### src/rtl/tnoc_flit_if_vc_sender.sv
// Flit-interface transmitter: per-VC flit FIFOs feeding one tnoc_flit_if
// sender port, with round-robin arbitration at packet granularity.

package tnoc_pkg;
    typedef struct packed {
        int virtual_channels;
    } tnoc_packet_config;

    localparam tnoc_packet_config TNOC_DEFAULT_PACKET_CONFIG = '{virtual_channels: 2};

    typedef struct packed {
        logic        head;
        logic        tail;
        logic [15:0] data;
    } tnoc_flit;
endpackage

interface tnoc_flit_if
    import tnoc_pkg::*;
#(
    parameter tnoc_packet_config PACKET_CONFIG = TNOC_DEFAULT_PACKET_CONFIG,
    parameter int                CHANNELS      = PACKET_CONFIG.virtual_channels
);
    logic [CHANNELS-1:0] valid;
    logic [CHANNELS-1:0] ready;
    logic [CHANNELS-1:0] vc_ready;
    tnoc_flit            flit;

    modport sender   (output valid, output flit, input  ready, input  vc_ready);
    modport receiver (input  valid, input  flit, output ready, output vc_ready);
endinterface

module tnoc_flit_if_vc_sender
    import tnoc_pkg::*;
#(
    parameter tnoc_packet_config PACKET_CONFIG = TNOC_DEFAULT_PACKET_CONFIG,
    parameter int                CHANNELS      = PACKET_CONFIG.virtual_channels,
    parameter int                FIFO_DEPTH    = 4
)(
    input  logic                     i_clk,
    input  logic                     i_rst_n,
    input  logic [CHANNELS-1:0]      i_valid,
    output logic [CHANNELS-1:0]      o_ready,
    input  tnoc_flit [CHANNELS-1:0]  i_flit,
    output logic                     o_busy,
    tnoc_flit_if.sender              sender_if
);
    localparam int PW = $clog2(FIFO_DEPTH);
    localparam int CW = PW + 1;
    localparam int GW = (CHANNELS > 1) ? $clog2(CHANNELS) : 1;

    typedef enum logic {IDLE, SEND} state_t;

    state_t              state_q, state_d;
    logic [GW-1:0]       grant_q, grant_d;
    logic [GW-1:0]       last_grant_q, last_grant_d;
    logic [CHANNELS-1:0] fifo_empty;
    logic [CHANNELS-1:0] fifo_full;
    logic [CHANNELS-1:0] fifo_push;
    logic [CHANNELS-1:0] fifo_pop;
    logic [CHANNELS-1:0] send_valid;
    logic [CHANNELS-1:0] eligible;
    tnoc_flit [CHANNELS-1:0] fifo_head;
    logic                found;
    int                  idx_int;
    logic [GW-1:0]       idx_g;

    generate
        for (genvar gi = 0; gi < CHANNELS; gi++) begin : g_vc_fifo
            tnoc_flit      mem_q [FIFO_DEPTH];
            logic [PW-1:0] wr_ptr_q;
            logic [PW-1:0] rd_ptr_q;
            logic [CW-1:0] count_q;

            assign fifo_empty[gi] = (count_q == '0);
            assign fifo_full[gi]  = (count_q == CW'(FIFO_DEPTH));
            // Full blocks the push even if a pop happens in the same cycle.
            assign fifo_push[gi]  = i_valid[gi] && !fifo_full[gi];
            assign fifo_head[gi]  = mem_q[rd_ptr_q];

            // Flit storage write; contents are meaningless until counted in.
            always_ff @(posedge i_clk) begin
                if (fifo_push[gi]) begin
                    mem_q[wr_ptr_q] <= i_flit[gi];
                end
            end

            // Pointer and occupancy tracking; pointers wrap naturally.
            always_ff @(posedge i_clk or negedge i_rst_n) begin
                if (!i_rst_n) begin
                    wr_ptr_q <= '0;
                    rd_ptr_q <= '0;
                    count_q  <= '0;
                end else begin
                    if (fifo_push[gi]) wr_ptr_q <= wr_ptr_q + 1'b1;
                    if (fifo_pop[gi])  rd_ptr_q <= rd_ptr_q + 1'b1;
                    case ({fifo_push[gi], fifo_pop[gi]})
                        2'b10:   count_q <= count_q + 1'b1;
                        2'b01:   count_q <= count_q - 1'b1;
                        default: count_q <= count_q;
                    endcase
                end
            end
        end
    endgenerate

    assign eligible = ~fifo_empty & sender_if.vc_ready;

    // Arbitration and packet-locked send control.
    always_comb begin
        state_d      = state_q;
        grant_d      = grant_q;
        last_grant_d = last_grant_q;
        send_valid   = '0;
        fifo_pop     = '0;
        found        = 1'b0;
        idx_int      = 0;
        idx_g        = '0;
        case (state_q)
            IDLE: begin
                // Search starts just after the VC that finished last.
                for (int i = 1; i <= CHANNELS; i++) begin
                    idx_int = (int'(last_grant_q) + i) % CHANNELS;
                    idx_g   = GW'(idx_int);
                    if (!found && eligible[idx_g]) begin
                        found   = 1'b1;
                        grant_d = idx_g;
                        state_d = SEND;
                    end
                end
            end
            SEND: begin
                // Locked to grant until its tail leaves, even if it runs dry.
                if (!fifo_empty[grant_q]) begin
                    send_valid[grant_q] = 1'b1;
                    if (sender_if.ready[grant_q]) begin
                        fifo_pop[grant_q] = 1'b1;
                        if (fifo_head[grant_q].tail) begin
                            state_d      = IDLE;
                            last_grant_d = grant_q;
                        end
                    end
                end
            end
            default: state_d = IDLE;
        endcase
    end

    // FSM and grant registers; last grant resets to the top VC so VC0 goes first.
    always_ff @(posedge i_clk or negedge i_rst_n) begin
        if (!i_rst_n) begin
            state_q      <= IDLE;
            grant_q      <= GW'(CHANNELS - 1);
            last_grant_q <= GW'(CHANNELS - 1);
        end else begin
            state_q      <= state_d;
            grant_q      <= grant_d;
            last_grant_q <= last_grant_d;
        end
    end

    assign o_ready         = ~fifo_full;
    assign sender_if.valid = send_valid;
    assign sender_if.flit  = fifo_head[grant_q];
    assign o_busy          = (|(~fifo_empty)) || (state_q == SEND);

endmodule
### src/flat_wrapper.sv
// flat-port wrapper written by rule: the top's interface ports become plain ports
module tnoc_flit_if_vc_sender_flat import tnoc_pkg::*;
#(
    parameter tnoc_packet_config PACKET_CONFIG = TNOC_DEFAULT_PACKET_CONFIG,
    parameter int                CHANNELS      = PACKET_CONFIG.virtual_channels,
    parameter int                FIFO_DEPTH    = 4
)
  (i_clk, i_rst_n, i_valid, o_ready, i_flit, o_busy, sender_if_valid, sender_if_flit, sender_if_ready, sender_if_vc_ready);
  tnoc_flit_if #(.PACKET_CONFIG(PACKET_CONFIG), .CHANNELS(CHANNELS)) sender_if_i ();
  input  logic i_clk;
  input  logic i_rst_n;
  input  logic [CHANNELS-1:0] i_valid;
  output logic [CHANNELS-1:0] o_ready;
  input  tnoc_flit [CHANNELS-1:0] i_flit;
  output logic o_busy;
  output wire logic [$bits(sender_if_i.valid)-1:0] sender_if_valid;
  output wire logic [$bits(sender_if_i.flit)-1:0] sender_if_flit;
  input wire logic [$bits(sender_if_i.ready)-1:0] sender_if_ready;
  input wire logic [$bits(sender_if_i.vc_ready)-1:0] sender_if_vc_ready;
  assign sender_if_valid = sender_if_i.valid;
  assign sender_if_flit = sender_if_i.flit;
  assign sender_if_i.ready = sender_if_ready;
  assign sender_if_i.vc_ready = sender_if_vc_ready;
  tnoc_flit_if_vc_sender #(.PACKET_CONFIG(PACKET_CONFIG), .CHANNELS(CHANNELS), .FIFO_DEPTH(FIFO_DEPTH)) u_core (.i_clk(i_clk), .i_rst_n(i_rst_n), .i_valid(i_valid), .o_ready(o_ready), .i_flit(i_flit), .o_busy(o_busy), .sender_if(sender_if_i));
endmodule
### config.mk
export PLATFORM = sky130hd
export DESIGN_NAME = tnoc_flit_if_vc_sender_flat
export DESIGN_NICKNAME = d
export VERILOG_FILES = /design/src/rtl/tnoc_flit_if_vc_sender.sv /design/src/flat_wrapper.sv
export SDC_FILE = /design/constraint.sdc
export NUM_CORES = 1
export LEC_CHECK = 0
export CORE_MARGIN = 4
export CORE_UTILIZATION = 56
export CTS_CLUSTER_DIAMETER = 40
export DETAILED_ROUTE_END_ITERATION = 8
export GPL_ROUTABILITY_DRIVEN = 0
export GPL_TIMING_DRIVEN = 1
export PLACE_DENSITY_LB_ADDON = 0.3
export SYNTH_ARGS = -nofsm -noshare
export SYNTH_HDL_FRONTEND = slang
export SYNTH_SLANG_ARGS = --single-unit
### constraint.sdc
create_clock -name i_clk -period 2.8 [get_ports i_clk]
set_clock_uncertainty 0.15 [all_clocks]
set_input_delay 0.7 -clock i_clk [delete_from_list [all_inputs] [get_ports i_clk]]
set_output_delay 0.7 -clock i_clk [all_outputs]
set_load 0.02 [all_outputs]
==> impl_summary.log, run 1 <==
[metrics] switching share of power: 0.2977
[metrics] initial core utilization: 0.5700
[metrics] final critical path time including I/O delays and setup: about 2.9 ns
[metrics] category of the worst setup path capture point: output port
[metrics] result of the run: complete, but fails checks
[metrics] port buffer count: 66
[metrics] synthesized-area fraction occupied by adder cells: 0.02537
[metrics] placed cell area: approximately 7500 um2
[metrics] total power of the final layout: roughly 0.0094 W
[metrics] DRC viols: 0
[metrics] critical path start-end classification: flop to output port
[metrics] async set or reset register ratio after synthesis: 0.1056
[metrics] latest clock arrival within the worst-skew pair: just over 0.4 ns
[metrics] synthesized-area fraction occupied by ao, oa, aoi and oai cells: 0.01096
[metrics] Max Freq: between 0.3 and 0.4 GHz
[metrics] detailed-route via count: about 3.2k
[metrics] design area: around 8200 um2
[metrics] nature of the critical path startpoint: flop
[metrics] crit path DAT: slightly above 2 ns
[metrics] Max-Slew Margin vs Limit: 0.7997
[metrics] area enclosed by the die boundary: roughly 13000 um2
[metrics] core outline area: around 11000 um2
[metrics] Num Clock Sinks: approximately 160
[metrics] area added between synthesis and finish: 25.37%
[metrics] RSZ-0062 raised after global routing: true
[metrics] depth of the worst register-to-register path: 10
[metrics] global-route wire length before repair: about 19000 um
[metrics] internal cell power: approximately 0.0066 W
[metrics] pin count of the biggest net entering global routing: 20
[metrics] share of total power in sequential cells: 0.366
[metrics] number of vias per cell after detailed routing: 5.568
[metrics] cts bufs inserted: 17
[metrics] die width: about 120 um
[metrics] area fraction in and, or, nand and nor cells after synthesis: 0.02441
[metrics] Setup violations, final: 11
[metrics] peak supply drop: roughly 0.85 mV
[metrics] Switching Power: roughly 0.0028 W
[metrics] violated checks: negative setup slack
[metrics] final critical-path share of the clock period: 1.035
[metrics] worst hold endpoint: u_core.g_vc_fifo[0].count_q[2]
[metrics] final antenna-violating net count: 0
[metrics] Syn Std Cell Area: ~6500 um2
[metrics] chain of cells forming the critical path: buf_8 -> buf_4 -> mux4_1 -> mux2_2 -> buf_2
[metrics] minimum setup slack in the final design: -0.09832 ns
[metrics] hold-fix buffers at CTS: 0
[metrics] class of the tightest hold or removal check: flop to flop
[metrics] aggregate global-route resource usage: 0.1954
[metrics] TritonCTS clock tree: yes
[metrics] combinational family with the most area after synthesis: multiplexers
[metrics] Cells on Worst Hold Path: 1
[metrics] distinct cell type count of the synthesized netlist: 35
[metrics] clock transition at the registers of the reported paths: 0.06 ns
[metrics] detail-routed net length per standard cell: 21.33 um
[metrics] longest individual stage delay on the worst path: approximately 0.53 ns
[metrics] share of cell area taken by muxes after synthesis: 0.1699
[metrics] number of warnings reported in the yosys synthesis log: 0
[metrics] pin slew with the least headroom to its limit: about 0.30 ns
[metrics] required time at the worst-slack endpoint: 1.95 ns
[metrics] I/O pin cnt: 67
[metrics] number of endpoints with negative hold slack in the final report: 0
[metrics] layout cell share with drive strength beyond 1: 0.3279
[metrics] number of enable flip-flop cells after synthesis: around 140
[metrics] Critical Path Fanout Max: 8
[metrics] power share of the clock group: 0.232
[metrics] starting DRC count in detailed routing: approximately 210
[metrics] syn avg cell area: approximately 21 um2
[metrics] area share of xor/xnor cells in the synthesized design: 0.01615
[metrics] MaxCap Viol Count: 0
[metrics] first drt pass iteration count: 4
[metrics] post-synth net total: roughly 360
[metrics] initial antenna violation count: 0
[metrics] Util after Layout: 0.7147
[metrics] setup_tns: -0.4320 ns
[metrics] Net count, final: between 400 and 500
[metrics] Comb power frac: 0.402
[metrics] leading register cell type out of synthesis: sky130_fd_sc_hd__edfxtp_1
[metrics] count of pins over their slew limit: 0
[metrics] level count of the clock H-tree: 4
[metrics] maximum root-to-sink buffer count: 2
[metrics] sequential element share of the synthesized area: 0.7301
[metrics] final-layout fill cell count: between 700 and 800
[metrics] post-synthesis register bit count: roughly 160
[metrics] overall routed net length: 12160 um
[metrics] cell area power density: 1154 nW/um2
[metrics] via count of the first global-routing pass: about 3.4k
[metrics] die extent in y: about 120 um
[metrics] GRT overflow: 0
[metrics] LEAKAGE: roughly 3 nW
[metrics] register-to-register setup slack: 0.52 ns
[metrics] DPL Wire Length: 7805 um
[metrics] reg-to-reg endpoint: u_core.g_vc_fifo[1].count_q[2]
[metrics] highest-delay cell along the critical path: sky130_fd_sc_hd__mux4_1
[metrics] master cell of the clock root buffer: sky130_fd_sc_hd__clkbuf_16
[metrics] reg-to-reg critical path startpoint: u_core.g_vc_fifo[1].count_q[0]
[metrics] antenna diode count: 0
[metrics] hold_sp: u_core.g_vc_fifo[0].count_q[2]
[metrics] synthesized instance count: roughly 310
[metrics] placement row count: 39
power groups by stage:
stage / logic [W] / registers, W / clock network [W]
final: 0.00378 / 0.00345 / 0.00218
after global routing: 0.00405 / 0.00350 / 0.00234
after CTS: 0.00376 / 0.00345 / 0.00222
after detailed placement: 0.00339 / 0.00348 / 0
after global placement: 0.00333 / 0.00344 / 0
after floorplan: 0.00216 / 0.00340 / 0
placed cells by master, fill, tap and decap left out, drive strengths merged:
cell and n:
buf 56, nor2 4, xor2 6, or3 3
edfxtp 144, clkbuf 21, a32oi 1, xnor2 6
clkinv 7, nand2 6, o21a 1, and3 9
o21bai 1, clkdlybuf4s50 46, nor2b 1, fa 2
mux4 36, o32a 1, a22o 1, mux2 20
bufinv 3, nand3 2, dfstp 2, ha 10
o21ai 3, inv 13, mux2i 1, and2 4
o311a 1, dfrtp 15, dlymetal6s2s 1
state kept, by name, summed over array words and instances (netlist names):
register,cells
u_core.grant_q,1
u_core.last_grant_q,1
u_core.state_q,1
u_core.g_vc_fifo.rd_ptr_q,4
u_core.g_vc_fifo.count_q,6
u_core.g_vc_fifo.mem_q,144
u_core.g_vc_fifo.wr_ptr_q,4
final cells by class:
| class | count | area [um2] | area share |
|---|---|---|---|
| clock buffers | 20 | 436.7 | 0.05351 |
| multi-input cells | 119 | 1603 | 0.1964 |
| clock inverters | 10 | 118.9 | 0.01457 |
| inverters | 13 | 48.80 | 0.005980 |
| repair buffers | 104 | 1020 | 0.1250 |
| well taps | 143 | 178.9 | 0.02193 |
| flip-flops and latches | 161 | 4755 | 0.5826 |
synth_stat cells (4+ instances only):
| cell type | n | share of area |
|---|---|---|
| sky130_fd_sc_hd__edfxtp_1 | 144 | 0.66 |
| sky130_fd_sc_hd__mux4_2 | 21 | 0.073 |
| sky130_fd_sc_hd__mux2_2 | 19 | 0.033 |
| sky130_fd_sc_hd__dfrtp_1 | 15 | 0.058 |
| sky130_fd_sc_hd__mux4_1 | 15 | 0.061 |
| sky130_fd_sc_hd__inv_1 | 13 | 0.0075 |
| sky130_fd_sc_hd__ha_1 | 10 | 0.019 |
| sky130_fd_sc_hd__and3_1 | 9 | 0.0086 |
| sky130_fd_sc_hd__buf_2 | 6 | 0.0046 |
| sky130_fd_sc_hd__nand2_1 | 6 | 0.0035 |
| sky130_fd_sc_hd__xnor2_1 | 6 | 0.0081 |
| sky130_fd_sc_hd__xor2_1 | 6 | 0.0081 |
| sky130_fd_sc_hd__and2_1 | 4 | 0.0038 |
| sky130_fd_sc_hd__nor2_1 | 4 | 0.0023 |
metal layers:
| layer | GRT usage | part of all wire |
|---|---|---|
| met1 | 0.2740 | 0.44 |
| met2 | 0.3030 | 0.50 |
| met3 | 0.05326 | 0.053 |
| met4 | 0.06497 | 0.013 |
| met5 | 0 | 0 |
logic make-up after synthesis:
family	count (synthesis)
flops	161
fa+ha+maj	12
buf+inv	25
compound gates	9
simple gates	29
xor+xnor	12
mux	57
metrics by stage:
| step | instances | hold slack, ns | worst slack, ns |
|---|---|---|---|
| global placement | 526 | 0.3364 | -0.06786 |
| detailed placement | 526 | 0.3356 | -0.09212 |
| global route | 570 | 0.3719 | -0.1535 |
| CTS | 567 | 0.3475 | -0.1437 |
| floorplan | 305 | 0.2544 | 0.3763 |
| finish | 570 | 0.3488 | -0.09832 |
worst max-delay path by stage:
stage | from | end | slack [ns] | cells past startpoint
2_1_floorplan | u_core.grant_q | u_core.g_vc_fifo[1].count_q[2] | 0.38 | 9
3_3_place_gp | u_core.g_vc_fifo[1].rd_ptr_q[0] | sender_if_flit[7] | -0.07 | 4
3_5_place_dp | u_core.g_vc_fifo[1].rd_ptr_q[0] | sender_if_flit[5] | -0.09 | 4
4_1_cts | u_core.g_vc_fifo[1].rd_ptr_q[0] | sender_if_flit[0] | -0.14 | 5
5_1_grt | u_core.g_vc_fifo[1].rd_ptr_q[0] | sender_if_flit[0] | -0.15 | 5
6_report | u_core.g_vc_fifo[1].rd_ptr_q[0] | sender_if_flit[0] | -0.1 | 5
worst max-delay path: cells and delay by family, from the launching register on:
family / cells / cell delay, ns
buffers and inverters: 3 / 0.42
multiplexers: 2 / 0.80
flip-flops: 1 / 0.41
repair_timing:
action	CTS	global route
cloned	1	0
endpoints found under the hold margin	0	0
gates resized for setup	134	17
setup buffers	10	6
setup endpoints to repair	19	20
Power figures use the tool's default switching activity.
==> inputs of run 2 (changes only) <==
--- a/config.mk
+++ b/config.mk
@@ -5,9 +5,11 @@
 export SDC_FILE = /design/constraint.sdc
 export NUM_CORES = 1
 export LEC_CHECK = 0
+export ABC_AREA = 1
 export CORE_MARGIN = 4
-export CORE_UTILIZATION = 56
+export CORE_UTILIZATION = 53
 export CTS_CLUSTER_DIAMETER = 40
+export CTS_CLUSTER_SIZE = 14
 export DETAILED_ROUTE_END_ITERATION = 8
 export GPL_ROUTABILITY_DRIVEN = 0
 export GPL_TIMING_DRIVEN = 1
==> run 2 against run 1 <==
  * The flow now finishes without violations
  * Count of clock-buffer cells in the layout fell by 1
  * Worst hold slack lost 0.028 ns
  * Non-clock buffer count increased by 3
  * Maximum frequency is 6.3% higher
  * Via count up 37%
  * Largest power group unchanged
  * Highest routed layer unchanged
==> impl_summary.log, run 2 <==
[metrics] TritonCTS clock tree: yes (unchanged)
[metrics] syn avg cell area: 12.67 um2 (was 21.34 um2)
[metrics] die extent in y: 120.6 um (was 115.8 um)
[metrics] first drt pass iteration count: 6 (was 4)
[metrics] final antenna-violating net count: 0 (unchanged)
[metrics] Switching Power: 0.003582 W (was 0.002803 W)
[metrics] maximum root-to-sink buffer count: 2 (unchanged)
[metrics] post-synthesis register bit count: 161 (unchanged)
[metrics] Comb power frac: 0.405 (was 0.402)
[metrics] MaxCap Viol Count: 0 (unchanged)
[metrics] antenna diode count: 0 (unchanged)
[metrics] class of the tightest hold or removal check: flop to flop (unchanged)
[metrics] count of buffers added by post-CTS timing repair for setup: 0 (was 10)
[metrics] clock transition at the registers of the reported paths: 0.06 ns (about the same)
[metrics] Max-Slew Margin vs Limit: 0.7739 (was 0.7997)
[metrics] async set or reset register ratio after synthesis: 0.1056 (unchanged)
[metrics] Net count, final: 687 (was 472)
[metrics] DRC viols: 0 (unchanged)
[metrics] Setup violations, final: 0 (was 11)
[metrics] level count of the clock H-tree: 4 (unchanged)
[metrics] register-to-register setup slack: 0.50 ns (was 0.52 ns)
[metrics] master cell of the clock root buffer: sky130_fd_sc_hd__clkbuf_16 (unchanged)
[metrics] hold-fix buffers at CTS: 0 (unchanged)
[metrics] post-synth net total: 586 (was 361)
[metrics] required time at the worst-slack endpoint: 1.95 ns (about the same)
[metrics] area added between synthesis and finish: 23.22% (was 25.37%)
[metrics] Num Clock Sinks: 161 (unchanged)
[metrics] most instantiated library cell after synthesis: sky130_fd_sc_hd__edfxtp_1 (unchanged)
[metrics] longest individual stage delay on the worst path: 0.41 ns (was 0.53 ns)
[metrics] Syn Std Cell Area: 6714 um2 (was 6509 um2)
[metrics] core outline area: 12210 um2 (was 11420 um2)
[metrics] Max Freq: 0.3669 GHz (was 0.3450 GHz)
[metrics] Worst path most repeated cell: sky130_fd_sc_hd__nand2_1
[metrics] number of warnings reported in the yosys synthesis log: 0 (unchanged)
[metrics] I/O pin cnt: 67 (unchanged)
[metrics] result of the run: completed (was complete, but fails checks)
[metrics] most numerous cell types in the synthesized netlist: sky130_fd_sc_hd__edfxtp_1, sky130_fd_sc_hd__nand2_1, sky130_fd_sc_hd__nor2_1 (was sky130_fd_sc_hd__edfxtp_1, sky130_fd_sc_hd__mux4_2, sky130_fd_sc_hd__mux2_2)
[metrics] Regs by FF count: u_core.g_vc_fifo.mem_q (144), u_core.g_vc_fifo.count_q (6) (unchanged)
[metrics] global-route wire length before repair: 23180 um (was 18620 um)
[metrics] DPL Wire Length: 9717 um (was 7805 um)
[metrics] detail-routed net length per standard cell: 17.80 um (was 21.33 um)
[metrics] share of total power in sequential cells: 0.362 (was 0.366)
[metrics] sequential element share of the synthesized area: 0.7078 (was 0.7301)
[metrics] initial core utilization: 0.5498 (was 0.5700)
[metrics] die width: 120.6 um (was 115.8 um)
[metrics] area enclosed by the die boundary: 14530 um2 (was 13410 um2)
[metrics] distinct cell type count of the synthesized netlist: 32 (was 35)
[metrics] commonest non-fill, non-tap cells in the layout: sky130_fd_sc_hd__edfxtp_1, sky130_fd_sc_hd__nand2_1, sky130_fd_sc_hd__nor2_1, sky130_fd_sc_hd__o21ai_0, sky130_fd_sc_hd__clkdlybuf4s50_1 (was sky130_fd_sc_hd__edfxtp_1, sky130_fd_sc_hd__clkdlybuf4s50_1, sky130_fd_sc_hd__mux4_2, sky130_fd_sc_hd__buf_4, sky130_fd_sc_hd__buf_6)
[metrics] synthesized instance count: 530 (was 305)
[metrics] count of pins over their slew limit: 0 (unchanged)
[metrics] layout cell share with drive strength beyond 1: 0.2127 (was 0.3279)
[metrics] design area: 8273 um2 (was 8160 um2)
[metrics] LEAKAGE: 3.105 nW (was 2.978 nW)
[metrics] placement row count: 40 (was 39)
[metrics] chain of cells forming the critical path: buf_12 -> inv_4 -> buf_4 -> o21ai_0 -> o22ai_1 -> nand2_1 -> nand2_1 -> clkbuf_2 (was buf_8 -> buf_4 -> mux4_1 -> mux2_2 -> buf_2)
[metrics] number of vias per cell after detailed routing: 5.358 (was 5.568)
[metrics] top cell type by total area after synthesis: sky130_fd_sc_hd__edfxtp_1 (unchanged)
[metrics] switching share of power: 0.3766 (was 0.2977)
[metrics] number of instances in the placed design: 780 (was 526)
[metrics] number of endpoints with negative hold slack in the final report: 0 (unchanged)
[metrics] starting DRC count in detailed routing: 372 (was 212)
[metrics] cell area power density: 1150 nW/um2 (was 1154 nW/um2)
[metrics] placed cell area: 7755 um2 (was 7465 um2)
[metrics] nature of the critical path startpoint: flop (unchanged)
[metrics] GRT overflow: 0 (unchanged)
[metrics] area share of the leading cell type in the synthesized netlist: 0.6441 (was 0.6644)
[metrics] peak supply drop: 0.5444 mV (was 0.8509 mV)
[metrics] overall routed net length: 14460 um (was 12160 um)
[metrics] power share of the clock group: 0.233 (was 0.232)
[metrics] aggregate global-route resource usage: 0.2093 (was 0.1954)
[metrics] latest clock arrival within the worst-skew pair: 0.42 ns (was 0.41 ns)
[metrics] detailed-route via count: 4351 (was 3174)
[metrics] Critical Path Fanout Max: 15 (was 8)
[metrics] initial antenna violation count: 0 (unchanged)
[metrics] final critical-path share of the clock period: 0.9733 (was 1.035)
[metrics] total power of the final layout: 0.009511 W (was 0.009415 W)
[metrics] port buffer count: 66 (unchanged)
[metrics] RSZ-0062 raised after global routing: true (unchanged)
[metrics] non-filler cells, final: 812 (was 570)
[metrics] Synth area leaders: sky130_fd_sc_hd__edfxtp_1, sky130_fd_sc_hd__dfrtp_1, sky130_fd_sc_hd__nand2_1 (was sky130_fd_sc_hd__edfxtp_1, sky130_fd_sc_hd__mux4_2, sky130_fd_sc_hd__mux4_1)
[metrics] cts bufs inserted: 17 (unchanged)
[metrics] number of enable flip-flop cells after synthesis: 144 (unchanged)
[metrics] Worst Hold Margin: 0.3204 ns (was 0.3488 ns)
[metrics] pin count of the biggest net entering global routing: 23 (was 20)
[metrics] highest-delay cell along the critical path: sky130_fd_sc_hd__dfrtp_1 (was sky130_fd_sc_hd__mux4_1)
[metrics] pin slew with the least headroom to its limit: 0.3386 ns (was 0.3004 ns)
[metrics] via count of the first global-routing pass: 4455 (was 3356)
[metrics] category of the worst setup path capture point: output port (unchanged)
[metrics] crit path DAT: 1.88 ns (was 2.05 ns)
[metrics] internal cell power: 0.005929 W (was 0.006612 W)
[metrics] final critical path time including I/O delays and setup: 2.725 ns (was 2.898 ns)
[metrics] top register by number of flip-flops: u_core.g_vc_fifo.mem_q (unchanged)
[metrics] critical path start-end classification: flop to output port (unchanged)
[metrics] most common library cell in the layout ignoring fill and taps: sky130_fd_sc_hd__edfxtp_1 (unchanged)
[metrics] leading register cell type out of synthesis: sky130_fd_sc_hd__edfxtp_1 (unchanged)
[metrics] flip-flop count of the largest register after layout: 144 (unchanged)
[run 2: cell types whose count changed after synthesis, moves of 10 or more]
cell / before / now
sky130_fd_sc_hd__nand2_1: 6 / 73
sky130_fd_sc_hd__nor2_1: 4 / 64
sky130_fd_sc_hd__o21ai_0: 1 / 47
sky130_fd_sc_hd__o22ai_1: 0 / 34
sky130_fd_sc_hd__o21ai_1: 1 / 23
sky130_fd_sc_hd__mux4_2: 21 / 0
sky130_fd_sc_hd__mux2_2: 19 / 0
sky130_fd_sc_hd__nor2_2: 0 / 19
sky130_fd_sc_hd__mux4_1: 15 / 0
sky130_fd_sc_hd__inv_2: 0 / 10
[run 2: cell families after synthesis]
family | synth area share
buffers and inverters | 0.04808
AO/OA/AOI/OAI | 0.09374
adder cells (fa/ha/maj) | 0.02460
flip-flops | 0.7078
XOR/XNOR | 0.01305
AND/OR/NAND/NOR | 0.1127
[run 2: final cells by class]
cell class	count	area, um2
multi-input cells	310	1652
clock inverters	13	137.6
clock buffers	19	432.9
repair buffers	107	950.9
inverters	34	135.1
flip-flops and latches	161	4755
well taps	168	210.2
fillers	886	3939
[run 2: path summary, 6_finish.rpt]
path	startpoint	end	depth (start not counted)
min	u_core.last_grant_q	u_core.last_grant_q	2
max	u_core.g_vc_fifo[1].rd_ptr_q[1]	sender_if_flit[1]	8
max in group asynchronous	i_rst_n	u_core.last_grant_q	2
max reg2reg	u_core.grant_q	u_core.g_vc_fifo[1].count_q[2]	10
min reg2reg	u_core.last_grant_q	u_core.last_grant_q	2
min in group asynchronous	i_rst_n	u_core.g_vc_fifo[1].count_q[2]	2
[run 2: routing by layer]
metal,vias up,track usage,share of wire
li1,2072,-,-
met1,2124,0.2730,0.42
met2,133,0.3416,0.51
met3,22,0.05192,0.048
met4,0,0.07861,0.018
met5,-,0,0
[run 2: stage by stage]
stage	worst slack, ns	setup TNS (ns)	util
floorplan	0.5928	0	-
global placement	0.1381	0	0.6350
detailed placement	0.1135	0	0.6350
CTS	-0.06031	-0.06031	0.6813
global route	-0.01621	-0.01621	0.6775
finish	0.07465	0	0.6775
[run 2: power groups by stage]
stage	registers [W]	logic, W	clock network, W
final	0.00344	0.00385	0.00222
after global routing	0.00348	0.00424	0.00235
after CTS	0.00344	0.00391	0.00224
after detailed placement	0.00348	0.00403	0
after global placement	0.00346	0.00391	0
after floorplan	0.00339	0.00252	0
[run 2: critical path, delay by kind of cell (launching register included)]
family / cells / cell delay, ns
AOI/OAI and AO/OA: 2 / 0.30
and+or+nand+nor: 2 / 0.16
buffers and inverters: 4 / 0.58
DFF: 1 / 0.41
[run 2: timing repair]
item | in CTS | in global routing
pin swaps | 1 | 3
resized for setup | 29 | 35
setup endpoints to repair | 19 | 19
==> inputs of run 3 (changes only) <==
--- a/config.mk
+++ b/config.mk
@@ -14,6 +14,7 @@
 export GPL_ROUTABILITY_DRIVEN = 0
 export GPL_TIMING_DRIVEN = 1
 export PLACE_DENSITY_LB_ADDON = 0.3
+export RECOVER_POWER = 25
 export SYNTH_ARGS = -nofsm -noshare
 export SYNTH_HDL_FRONTEND = slang
 export SYNTH_SLANG_ARGS = --single-unit
==> run 3 against run 2 <==
  * Non-clock buffer count unchanged
  * Total power about the same
  * Critical path depth unchanged
  * Critical path type unchanged
  * Largest cell class unchanged
  * Highest routed layer unchanged
==> impl_summary.log, run 3 (synthesis results as in run 2) <==
[metrics] result of the run: completed (unchanged)
[metrics] Max-Slew Margin vs Limit: 0.2552 (was 0.7739)
[metrics] clock transition at the registers of the reported paths: 0.06 ns (about the same)
[metrics] power share of the clock group: 0.233 (about the same)
[metrics] number of endpoints with negative hold slack in the final report: 0 (unchanged)
[metrics] TritonCTS clock tree: yes (unchanged)
[metrics] DRC viols: 0 (unchanged)
[metrics] Worst path most repeated cell: sky130_fd_sc_hd__nand2_1 (unchanged)
[metrics] flip-flop count of the largest register after layout: 144 (unchanged)
[metrics] MaxCap Viol Count: 0 (unchanged)
[metrics] design area: 8272 um2 (was 8273 um2)
[metrics] port buffer count: 66 (unchanged)
[metrics] commonest non-fill, non-tap cells in the layout: sky130_fd_sc_hd__edfxtp_1, sky130_fd_sc_hd__nand2_1, sky130_fd_sc_hd__nor2_1, sky130_fd_sc_hd__o21ai_0 (was sky130_fd_sc_hd__edfxtp_1, sky130_fd_sc_hd__nand2_1, sky130_fd_sc_hd__nor2_1, sky130_fd_sc_hd__o21ai_0, sky130_fd_sc_hd__clkdlybuf4s50_1)
[metrics] longest individual stage delay on the worst path: 0.41 ns (about the same)
[metrics] first drt pass iteration count: 5 (was 6)
[metrics] RSZ-0062 raised after global routing: true (unchanged)
[metrics] top register by number of flip-flops: u_core.g_vc_fifo.mem_q (unchanged)
[metrics] I/O pin cnt: 67 (unchanged)
[metrics] starting DRC count in detailed routing: 388 (was 372)
[metrics] Num Clock Sinks: 161 (unchanged)
[metrics] area enclosed by the die boundary: 14530 um2 (unchanged)
[metrics] setup_tns: 0 ns (unchanged)
[metrics] overall routed net length: 14570 um (was 14460 um)
[metrics] cell area power density: 1149 nW/um2 (was 1150 nW/um2)
[metrics] DPL Wire Length: 9717 um (unchanged)
[metrics] nature of the critical path startpoint: flop (unchanged)
[metrics] reg-to-reg critical path startpoint: u_core.grant_q (unchanged)
[metrics] die width: 120.6 um (unchanged)
[metrics] switching share of power: 0.3768 (was 0.3766)
[metrics] class of the tightest hold or removal check: flop to flop (unchanged)
[metrics] pin count of the biggest net entering global routing: 23 (unchanged)
[metrics] crit path DAT: 1.86 ns (was 1.88 ns)
[metrics] wire length on met2: 7608 um (was 7426 um)
[metrics] Setup violations, final: 0 (unchanged)
[metrics] critical path start-end classification: flop to output port (unchanged)
[metrics] hold-fix buffers at CTS: 0 (unchanged)
[metrics] Regs by FF count: u_core.g_vc_fifo.mem_q (144), u_core.g_vc_fifo.count_q (6) (unchanged)
[metrics] latest clock arrival within the worst-skew pair: 0.42 ns (about the same)
[metrics] cts bufs inserted: 17 (unchanged)
[metrics] first element of the critical path: u_core.g_vc_fifo[1].rd_ptr_q[1] (unchanged)
[metrics] routed length on met3: 738 um (was 694 um)
[metrics] peak supply drop: 0.5448 mV (was 0.5444 mV)
[metrics] global-route wire length before repair: 23180 um (unchanged)
[metrics] master cell of the clock root buffer: sky130_fd_sc_hd__clkbuf_16 (unchanged)
[metrics] Comb power frac: 0.404 (was 0.405)
[metrics] detail-routed net length per standard cell: 17.92 um (was 17.80 um)
[metrics] maximum root-to-sink buffer count: 2 (unchanged)
[metrics] via count of the first global-routing pass: 4455 (unchanged)
[metrics] core outline area: 12210 um2 (unchanged)
[metrics] placement row count: 40 (unchanged)
[metrics] Net count, final: 687 (unchanged)
[metrics] highest-delay cell along the critical path: sky130_fd_sc_hd__dfrtp_1 (unchanged)
[metrics] final critical-path share of the clock period: 0.9687 (was 0.9733)
[metrics] Max Freq: 0.3687 GHz (was 0.3669 GHz)
[metrics] LEAKAGE: 3.106 nW (was 3.105 nW)
[metrics] Switching Power: 0.003581 W (was 0.003582 W)
[metrics] layout cell share with drive strength beyond 1: 0.2112 (was 0.2127)
[metrics] initial antenna violation count: 1 (was 0)
[metrics] initial core utilization: 0.5498 (unchanged)
[metrics] area added between synthesis and finish: 23.20% (was 23.22%)
[metrics] category of the worst setup path capture point: output port (unchanged)
[metrics] die extent in y: 120.6 um (unchanged)
[metrics] hold_sp: u_core.last_grant_q (unchanged)
[metrics] met1 wire length: 6012 um (was 6071 um)
[metrics] final critical path time including I/O delays and setup: 2.712 ns (was 2.725 ns)
[metrics] level count of the clock H-tree: 4 (unchanged)
[metrics] Critical Path Fanout Max: 15 (unchanged)
[metrics] required time at the worst-slack endpoint: 1.95 ns (about the same)
[metrics] internal cell power: 0.005923 W (was 0.005929 W)
[metrics] chain of cells forming the critical path: buf_12 -> inv_4 -> buf_4 -> o21ai_0 -> o22ai_1 -> nand2_1 -> nand2_1 -> clkbuf_2 (unchanged)
[metrics] count of pins over their slew limit: 0 (unchanged)
[metrics] Critical path buffers and inverters: 4 (unchanged)
[metrics] share of total power in sequential cells: 0.362 (about the same)
[metrics] GRT overflow: 0 (unchanged)
[metrics] pin slew with the least headroom to its limit: 1.117 ns (was 0.3386 ns)
[metrics] placed cell area: 7755 um2 (unchanged)
[metrics] most common library cell in the layout ignoring fill and taps: sky130_fd_sc_hd__edfxtp_1 (unchanged)
[metrics] detailed-route via count: 4363 (was 4351)
[metrics] number of vias per cell after detailed routing: 5.367 (was 5.358)
[metrics] highest routed metal layer: met4 (unchanged)
[metrics] aggregate global-route resource usage: 0.2093 (unchanged)
[metrics] family with the most delay on the worst path: buffers and inverters (unchanged)
[metrics] final antenna-violating net count: 0 (unchanged)
run 3: what timing repair did:
item                                    CTS  global route
resized for setup                        29            35
endpoints found under the setup margin   19            19
pin swaps                                 1             3
endpoints found under the hold margin     0             0
setup buffers                             0             0
run 3: final timing paths:
check                      cells past startpoint  slack [ns]                              end
setup / recovery                               8        0.09                sender_if_flit[1]
min in group asynchronous                      2        0.86   u_core.g_vc_fifo[1].count_q[2]
setup reg to reg                              10        0.49   u_core.g_vc_fifo[1].count_q[2]
max in group asynchronous                      2        0.88  u_core.g_vc_fifo[0].rd_ptr_q[1]
hold / removal                                 2        0.32              u_core.last_grant_q
hold reg to reg                                2        0.32              u_core.last_grant_q
run 3: routing by layer:
| metal | vias to the layer above | global-route usage |
|---|---|---|
| met3 | 18 | 0.05192 |
| met4 | 0 | 0.07861 |
| li1 | 2073 | - |
| met5 | - | 0 |
| met2 | 131 | 0.3416 |
| met1 | 2141 | 0.2730 |
run 3: area by class of cell:
class	instances	area [um2]
Tap cell	168	210.2
Clock buffer	19	432.9
Clock inverter	13	137.6
Multi-Input combinational cell	310	1652
Fill cell	889	3940
Antenna cell	1	2.502
Inverter	34	135.1
Sequential cell	161	4755
Timing Repair Buffer	107	947.2
run 3: power by group through the flow:
stage | Sequential (W) | Combinational [W] | Clock (W)
2_1_floorplan | 0.00339 | 0.00252 | 0
3_3_place_gp | 0.00346 | 0.00391 | 0
3_5_place_dp | 0.00348 | 0.00403 | 0
4_1_cts | 0.00344 | 0.00391 | 0.00224
5_1_grt | 0.00348 | 0.00424 | 0.00235
6_report | 0.00344 | 0.00384 | 0.00222
run 3: worst register-to-register path: stages, from the launching register on:
cell	delay [ns]
sky130_fd_sc_hd__dfstp_2	0.68
sky130_fd_sc_hd__nand2_1	0.13
sky130_fd_sc_hd__inv_2	0.07
sky130_fd_sc_hd__nand2_2	0.07
sky130_fd_sc_hd__nor2_2	0.11
sky130_fd_sc_hd__ha_1	0.15
sky130_fd_sc_hd__inv_1	0.06
sky130_fd_sc_hd__fa_1	0.38
sky130_fd_sc_hd__a21oi_1	0.15
sky130_fd_sc_hd__o21ai_0	0.11
sky130_fd_sc_hd__xor2_1	0.15
run 3: stage by stage:
step           hold slack [ns]  utilization  total power [W]  setup slack [ns]  cells
2_1_floorplan           0.2544            -         0.005911            0.5928    530
3_3_place_gp            0.3042       0.6350         0.007370            0.1381    780
3_5_place_dp            0.3074       0.6350         0.007502            0.1135    780
4_1_cts                 0.3155       0.6813         0.009591          -0.06031    812
5_1_grt                 0.3390       0.6774          0.01007          -0.01620    813
6_report                0.3163       0.6774         0.009504           0.08770    813
